File: src/rtl/axis_downsizer_pkg.sv
// Shared helpers for the AXI-Stream downsizer: width ratio, index sizing and
// the holding-register occupancy state.
package axis_downsizer_pkg;

    typedef enum logic {
        ST_EMPTY = 1'b0,
        ST_FULL  = 1'b1
    } hold_state_e;

    function automatic int ds_clog2(input int value);
        int r;
        int v;
        r = 0;
        v = value - 1;
        while (v > 0) begin
            r++;
            v = v >> 1;
        end
        return r;
    endfunction

    function automatic int ds_ratio(input int in_w, input int out_w);
        return in_w / out_w;
    endfunction

endpackage

File: src/rtl/axis_downsizer.sv
// AXI-Stream width downsizer: holds one wide beat and emits it as RATIO
// narrow sub-words, LSB first, trimming trailing empty sub-words on last beats.
module axis_downsizer
    import axis_downsizer_pkg::*;
#(
    parameter int in_width         = 32,
    parameter int out_width        = 16,
    parameter int user_width       = 1,
    parameter int simulation_delay = 1
) (
    input  logic                    clk,
    input  logic                    rst_n,

    input  logic [in_width-1:0]     s_axis_data,
    input  logic [in_width/8-1:0]   s_axis_keep,
    input  logic [user_width-1:0]   s_axis_user,
    input  logic                    s_axis_last,
    input  logic                    s_axis_valid,
    output logic                    s_axis_ready,

    output logic [out_width-1:0]    m_axis_data,
    output logic [out_width/8-1:0]  m_axis_keep,
    output logic [user_width-1:0]   m_axis_user,
    output logic                    m_axis_last,
    output logic                    m_axis_valid,
    input  logic                    m_axis_ready
);

    localparam int RATIO = ds_ratio(in_width, out_width);
    localparam int IDX_W = ds_clog2(RATIO);
    localparam int OKW   = out_width / 8;

    if ((in_width % 8) != 0 || (out_width % 8) != 0 || RATIO < 2 ||
        (RATIO & (RATIO - 1)) != 0 || in_width != RATIO * out_width ||
        user_width < 1 || simulation_delay < 0) begin : g_param_check
        $error("axis_downsizer: illegal parameter combination");
    end

    hold_state_e                   state_q, state_d;
    logic [IDX_W-1:0]              idx_q, idx_d;
    logic [IDX_W-1:0]              final_idx;
    logic [RATIO-1:0][out_width-1:0] data_q;
    logic [RATIO-1:0][OKW-1:0]     keep_q;
    logic [user_width-1:0]         user_q;
    logic                          last_q;

    logic full;
    logic is_final;
    logic in_hs;
    logic out_hs;

    // Last beats stop at the highest sub-word carrying any keep bit (or 0).
    always_comb begin
        final_idx = IDX_W'(RATIO - 1);
        if (last_q) begin
            final_idx = '0;
            for (int unsigned i = 0; i < RATIO; i++) begin
                if (|keep_q[IDX_W'(i)]) final_idx = IDX_W'(i);
            end
        end
    end

    assign full         = (state_q == ST_FULL);
    assign is_final     = (idx_q == final_idx);
    assign out_hs       = full & m_axis_ready;
    assign s_axis_ready = ~full | (out_hs & is_final);
    assign in_hs        = s_axis_valid & s_axis_ready;

    assign m_axis_valid = full;
    assign m_axis_data  = data_q[idx_q];
    assign m_axis_keep  = keep_q[idx_q];
    assign m_axis_user  = user_q;
    assign m_axis_last  = last_q & is_final;

    always_comb begin
        state_d = state_q;
        idx_d   = idx_q;
        if (in_hs) begin
            state_d = ST_FULL;
            idx_d   = '0;
        end else if (out_hs) begin
            if (is_final) state_d = ST_EMPTY;
            else          idx_d   = idx_q + 1'b1;
        end
    end

    always_ff @(posedge clk or negedge rst_n) begin
        if (!rst_n) begin
            state_q <= ST_EMPTY;
            idx_q   <= '0;
        end else begin
            state_q <= state_d;
            idx_q   <= idx_d;
        end
    end

    always_ff @(posedge clk) begin
        if (in_hs) begin
            data_q <= s_axis_data;
            keep_q <= s_axis_keep;
            user_q <= s_axis_user;
            last_q <= s_axis_last;
        end
    end

endmodule

File: config.mk
export PLATFORM = sky130hd
export DESIGN_NAME = axis_downsizer
export DESIGN_NICKNAME = d
export VERILOG_FILES = /design/src/rtl/axis_downsizer_pkg.sv /design/src/rtl/axis_downsizer.sv
export SDC_FILE = /design/constraint.sdc
export NUM_CORES = 1
export LEC_CHECK = 0
export CAP_MARGIN = 20
export CORE_UTILIZATION = 43
export CTS_BUF_LIST = sky130_fd_sc_hd__clkbuf_4 sky130_fd_sc_hd__clkbuf_8
export CTS_CLUSTER_DIAMETER = 80
export DETAILED_ROUTE_END_ITERATION = 10
export HOLD_SLACK_MARGIN = 0.02
export PLACE_DENSITY = 0.9
export SLEW_MARGIN = 20
export SYNTH_ARGS = -nofsm -noshare
export SYNTH_HDL_FRONTEND = slang
export SYNTH_SLANG_ARGS = --single-unit
File: constraint.sdc
create_clock -name clk -period 3.9 [get_ports clk]
set_input_delay 0.39 -clock clk [delete_from_list [all_inputs] [get_ports clk]]
set_output_delay 0.39 -clock clk [all_outputs]
set_load 0.05 [all_outputs]
# Word-level counts from Yosys, hierarchy flattened
# Index checks and enable logic that the tools add are counted.
totals:
  reg_bits: 40
  inputBits: 42
  out_inout_bits: 22
  wordCells: 35
op_classes:
  addsub: 1
  order_cmp: 1
  eq_ne: 2
  muxes: 12
  n_bitwise: 6
  reduce_logical: 5
op_table:
  columns: ["cell", "count"]
  rows:
  - ["two-way mux 16 bit", 2]
  - ["two-way mux 1 bit", 8]
  - ["AND 1 bit", 4]
  - ["two-way mux 2 bit", 2]
  - ["AND reduction 2 bit", 2]
  - ["nonzero test 2 bit", 2]
  - ["less-than comparator 1 x 2 -> 1 bit (second input constant)", 1]
  - ["inequality test 2 x 1 -> 1 bit (second input constant)", 1]
  - ["OR reduction 2 bit", 1]
  - ["adder 1 bit (second input constant)", 1]
  - ["== test 1 bit", 1]
  - ["NOT 1 bit", 1]
  - ["OR 1 bit", 1]

# Longest topological paths before layout
logic_depth:
  word_depth: 9
  mapped_depth: 3
  ltp_nobuf: 3

# Worst setup path after synthesis
# OpenSTA, ideal clock, no wires.
synth_timing:
  path_kind: "reg2reg"
  start: "register last_q"
  end: "register data_q[0] in the netlist's numbering (enable)"
  setup_ns: 0.456
  t_arrival_ns: 2.865
  t_required_ns: 3.444
  slack_ns: 0.579
  stages_incl_launch_ff: 4
  n_path_buf: 0
  period_less_slack_ns: 3.321
  path_cell_list: "edfxtp_1 -> nor3b_4 -> nand3b_1 -> a31oi_1"
synth_between:
  elab_chain_len: 5
synth_rtl:
  columns: ["item", "line_no", "source"]
  rows:
  - ["from (decl)", "axis_downsizer.sv:45", "logic last_q;"]
  - ["from (signal assigned)", "axis_downsizer.sv:102", "last_q <= s_axis_last;"]
  - ["two-way mux 1 bit", "axis_downsizer.sv:55", "if (last_q) begin"]
  - ["== test 1 bit", "axis_downsizer.sv:64", "assign is_final = (idx_q == final_idx);"]
  - ["AND 1 bit", "axis_downsizer.sv:66", "assign s_axis_ready = ~full | (out_hs & is_final);"]
  - ["OR 1 bit", "axis_downsizer.sv:66", null]
  - ["AND 1 bit", "axis_downsizer.sv:67", "assign in_hs = s_axis_valid & s_axis_ready;"]
  - ["named net in_hs", "axis_downsizer.sv:49", "logic in_hs;"]
  - ["to (signal assigned)", "axis_downsizer.sv:99", "data_q <= s_axis_data;"]
  - ["to (decl)", "axis_downsizer.sv:42", "logic [RATIO-1:0][out_width-1:0] data_q;"]
# The timed path passes the listed nets, and every way through them passes these cells.
# A chain may end at the register's enable or synchronous reset.

# Worst setup path after layout
layout_timing:
  start: "register idx_q"
  end: "output port s_axis_ready"
layout_between:
  elab_chain_len: 3
layout_rtl:
  columns: ["item", "line_no", "source"]
  rows:
  - ["from (decl)", "axis_downsizer.sv:40", "logic [IDX_W-1:0] idx_q, idx_d;"]
  - ["from (signal assigned)", "axis_downsizer.sv:93", "idx_q <= idx_d;"]
  - ["== test 1 bit", "axis_downsizer.sv:64", null]
  - ["AND 1 bit", "axis_downsizer.sv:66", null]
  - ["OR 1 bit", "axis_downsizer.sv:66", null]
  - ["to (decl)", "axis_downsizer.sv:19", "output logic s_axis_ready,"]
# No other way between the ends.

==> results.py <==
metrics = {
    "status": {
        "status": "completed",
    },
    "setup_path": {
        "arrival_ns": 2.52,
        "startpoint_type": "flop",
        "crit_required_ns": 3.51,
        "endpoint_kind": "primary output",
        "crit_path_max_fanout": 24,
        "r2r_cells": 3,
        "crit_type": "flop to primary output",
    },
    "sta": {
        "finalWorstSetupSlack_ns": 0.987,
        "fmax_mhz": 343,
        "relSlewSlack_pct": 43.5,
        "finClkSkew_ns": 0.00851,
        "hold_ws_ns": 0.197,
        "maxSlewViolCount": 0,
        "worst_pin_slew_ns": 0.848,
        "min_period_ns": 2.91,
        "period_share_pct": 74.7,
        "tns_ns": 0,
        "hold_viol": 0,
        "rsz0062_at_grt": "no",
        "setup_viol": 0,
    },
    "logic_synthesis": {
        "synth.area.top_cells": "edfxtp_1, mux2_2, dfrtp_1, nor3b_4, buf_4",
        "syn-num-nets": 116,
        "synth.ff_latch_count": 40,
        "ys_seq_area_share_pct": 78.5,
        "synth_warnings": 0,
        "syn_inst": 74,
        "synth_top_area_cell": "edfxtp_1",
        "avgSynthCellArea_um2": 20.5,
        "synth_cell_types": 18,
        "synthesis.area_mm2": 0.00152,
        "yosysTopAreaCellShare_pct": 75.2,
    },
    "drt": {
        "via_per_inst": 4.84,
        "drtIter0Drc": 30,
        "drc": 0,
        "ant_nets": 0,
        "vias": 920,
        "first_pass_iters": 4,
        "drt-total-wl_mm": 3.00,
        "wire_per_inst_um": 15.8,
    },
    "clock_tree": {
        "cts.reportedPaths.clkPinSlew_ns": 0.11,
        "clockRootBuffer": "clkbuf_4",
        "clock_sinks": 40,
        "cts_resized": 0,
        "cts_buffers": 5,
        "hold_buffers": 0,
        "cts_buffer_depth": 2,
        "cts.htree.levels": 2,
        "post-cts-setup-buffer-count": 0,
        "clk_latency_ns": 0.35,
        "cts_tree": "built",
    },
    "run": {
        "maxCapViolations": 0,
    },
    "floorplanning": {
        "io_pins": 64,
        "die_w_um": 61.4,
        "initial_core_util_pct": 45.1,
        "dieArea_mm2": 0.00377,
        "num_rows": 21,
        "core_area_mm2": 0.00336,
        "die_h_um": 61.4,
    },
    "place": {
        "dp_hpwl_mm": 2.20,
        "gp_congestion": 0.672,
        "port_buffers": 63,
        "pre_cts_ws_ns": 1.32,
    },
    "power_and_ir_drop": {
        "internal-power_mw": 0.971,
        "irDropWorstVdd_mv": 0.345,
        "power.switching_mw": 0.608,
        "p_seq_share_pct": 38.7,
        "p_per_area_mw_per_mm2": 689,
        "sw_frac_of_total_pct": 38.5,
        "cellLeakagePower_nw": 0.788,
        "comb_power_share_pct": 44.2,
        "p_clk_share_pct": 17.2,
        "p_total_mw": 1.58,
    },
    "grt": {
        "antenna_found_initial": 0,
        "grt_pass1_vias": 1038,
        "globalRouteTotalUtil_pct": 18.2,
        "grt_overflow_total": 0,
        "grt_start_max_net_pins": 25,
        "grt_pass1_wl_mm": 4.57,
    },
    "finish": {
        "fin_nets": 185,
        "regArea_mm2": 0.00119,
        "multi_input_area_um2": 323,
        "drive_gt1_share_pct": 20.8,
        "syn2layout_area_growth_pct": 51.1,
        "fillers": 258,
        "final_core_util_pct": 68.2,
        "n_antenna_cell": 0,
    },
    "min_path": {
        "min_path_type": "input pin to async pin",
    },
}
## per-layer routing
layer | track usage, % | vias up | part of all wire [%]
met1 | 20.8 | 432 | 40
met5 | 0 | - | 0
li1 | - | 430 | -
met3 | 6.93 | 9 | 6.0
met4 | 10.2 | 0 | 3.1
met2 | 29.5 | 49 | 51
## cells in the mapped netlist
cell type  number
nand3b_1        1
and2_1          1
inv_1           1
o21ai_1         1
nand2b_1        1
a32o_1          1
buf_4           2
nand2_1         1
nand3b_2        1
nor3b_4         1
a31o_1          1
a31oi_1         1
dfrtp_1         2
nand3_1         1
xor2_1          1
or2b_1          1
mux2_2         18
edfxtp_1       38
## cell usage in the layout, fill, tap and decap left out
| cell type | netlist | final |
|---|---|---|
| and2_1 | 1 | 1 |
| edfxtp_1 | 38 | 38 |
| nand2b_1 | 1 | 1 |
| o21ai_1 | 1 | 1 |
| clkdlybuf4s50_1 | 0 | 63 |
| dfrtp_1 | 2 | 2 |
| xor2_1 | 1 | 1 |
| a32o_1 | 1 | 1 |
| nand3_1 | 1 | 1 |
| nand3b_1 | 1 | 1 |
| clkbuf_4 | 0 | 6 |
| nand2_1 | 1 | 1 |
| a31oi_4 | 0 | 1 |
| buf_4 | 2 | 1 |
| bufinv_16 | 0 | 1 |
| nor3b_4 | 1 | 1 |
| mux2_2 | 18 | 18 |
| clkinv_2 | 0 | 1 |
| nand3b_2 | 1 | 1 |
| a31o_1 | 1 | 1 |
| inv_1 | 1 | 1 |
| or2b_1 | 1 | 1 |
## stage by stage
step	cells	area, um2
after global routing	190	2290
after global placement	182	2210
after floorplan	74	1520
final	190	2290
after detailed placement	182	2210
after CTS	190	2290
## power by group through the flow
stage                     Clock, mW  Combinational [mW]  Sequential (mW)
final                         0.271               0.698            0.611
after global routing          0.295               0.723            0.625
after CTS                     0.279               0.701            0.614
after detailed placement          0               0.696            0.625
after global placement            0               0.685            0.617
after floorplan                   0               0.490            0.598
## worst max-delay path, stage by stage, from the launching register on
cell and delay [ns]:
dfrtp_1 0.91, nand3b_1 0.30, nand3_1 0.17, clkdlybuf4s50_1 0.80
## cell families (layout without fill, tap and decap cells)
group	after synthesis	count (layout)	share of synthesized area, %
DFF	40	40	78.5
muxes	18	18	13.4
and+or+nand+nor	8	8	4.37
AOI/OAI and AO/OA	4	4	1.98
buffers and inverters	3	73	1.24
xor gates and xnor gates	1	1	0.577
## cell type report
class,instances,area share (%)
Tap cell,46,2.51
Clock inverter,2,1.53
Inverter,1,0.164
Timing Repair Buffer,64,27.8
Multi-Input combinational cell,31,14.1
Sequential cell,40,51.9
Clock buffer,6,1.96
## worst paths after layout
path                       slack (ns)         start            to
max                              0.99         idx_q  s_axis_ready
min                              0.20         rst_n  m_axis_valid
max reg2reg                      1.35         idx_q     data_q[6]
min reg2reg                      0.68  m_axis_valid         idx_q
max in group asynchronous        3.57         rst_n         idx_q
min in group clk                 0.59   s_axis_user   m_axis_user
## registers in the layout (all words and copies together), names as in the netlist
register      flops
last_q            1
m_axis_valid      1
m_axis_user       1
keep_q            4
data_q           32
idx_q             1
No activity file was read; power rests on OpenSTA's default activity.
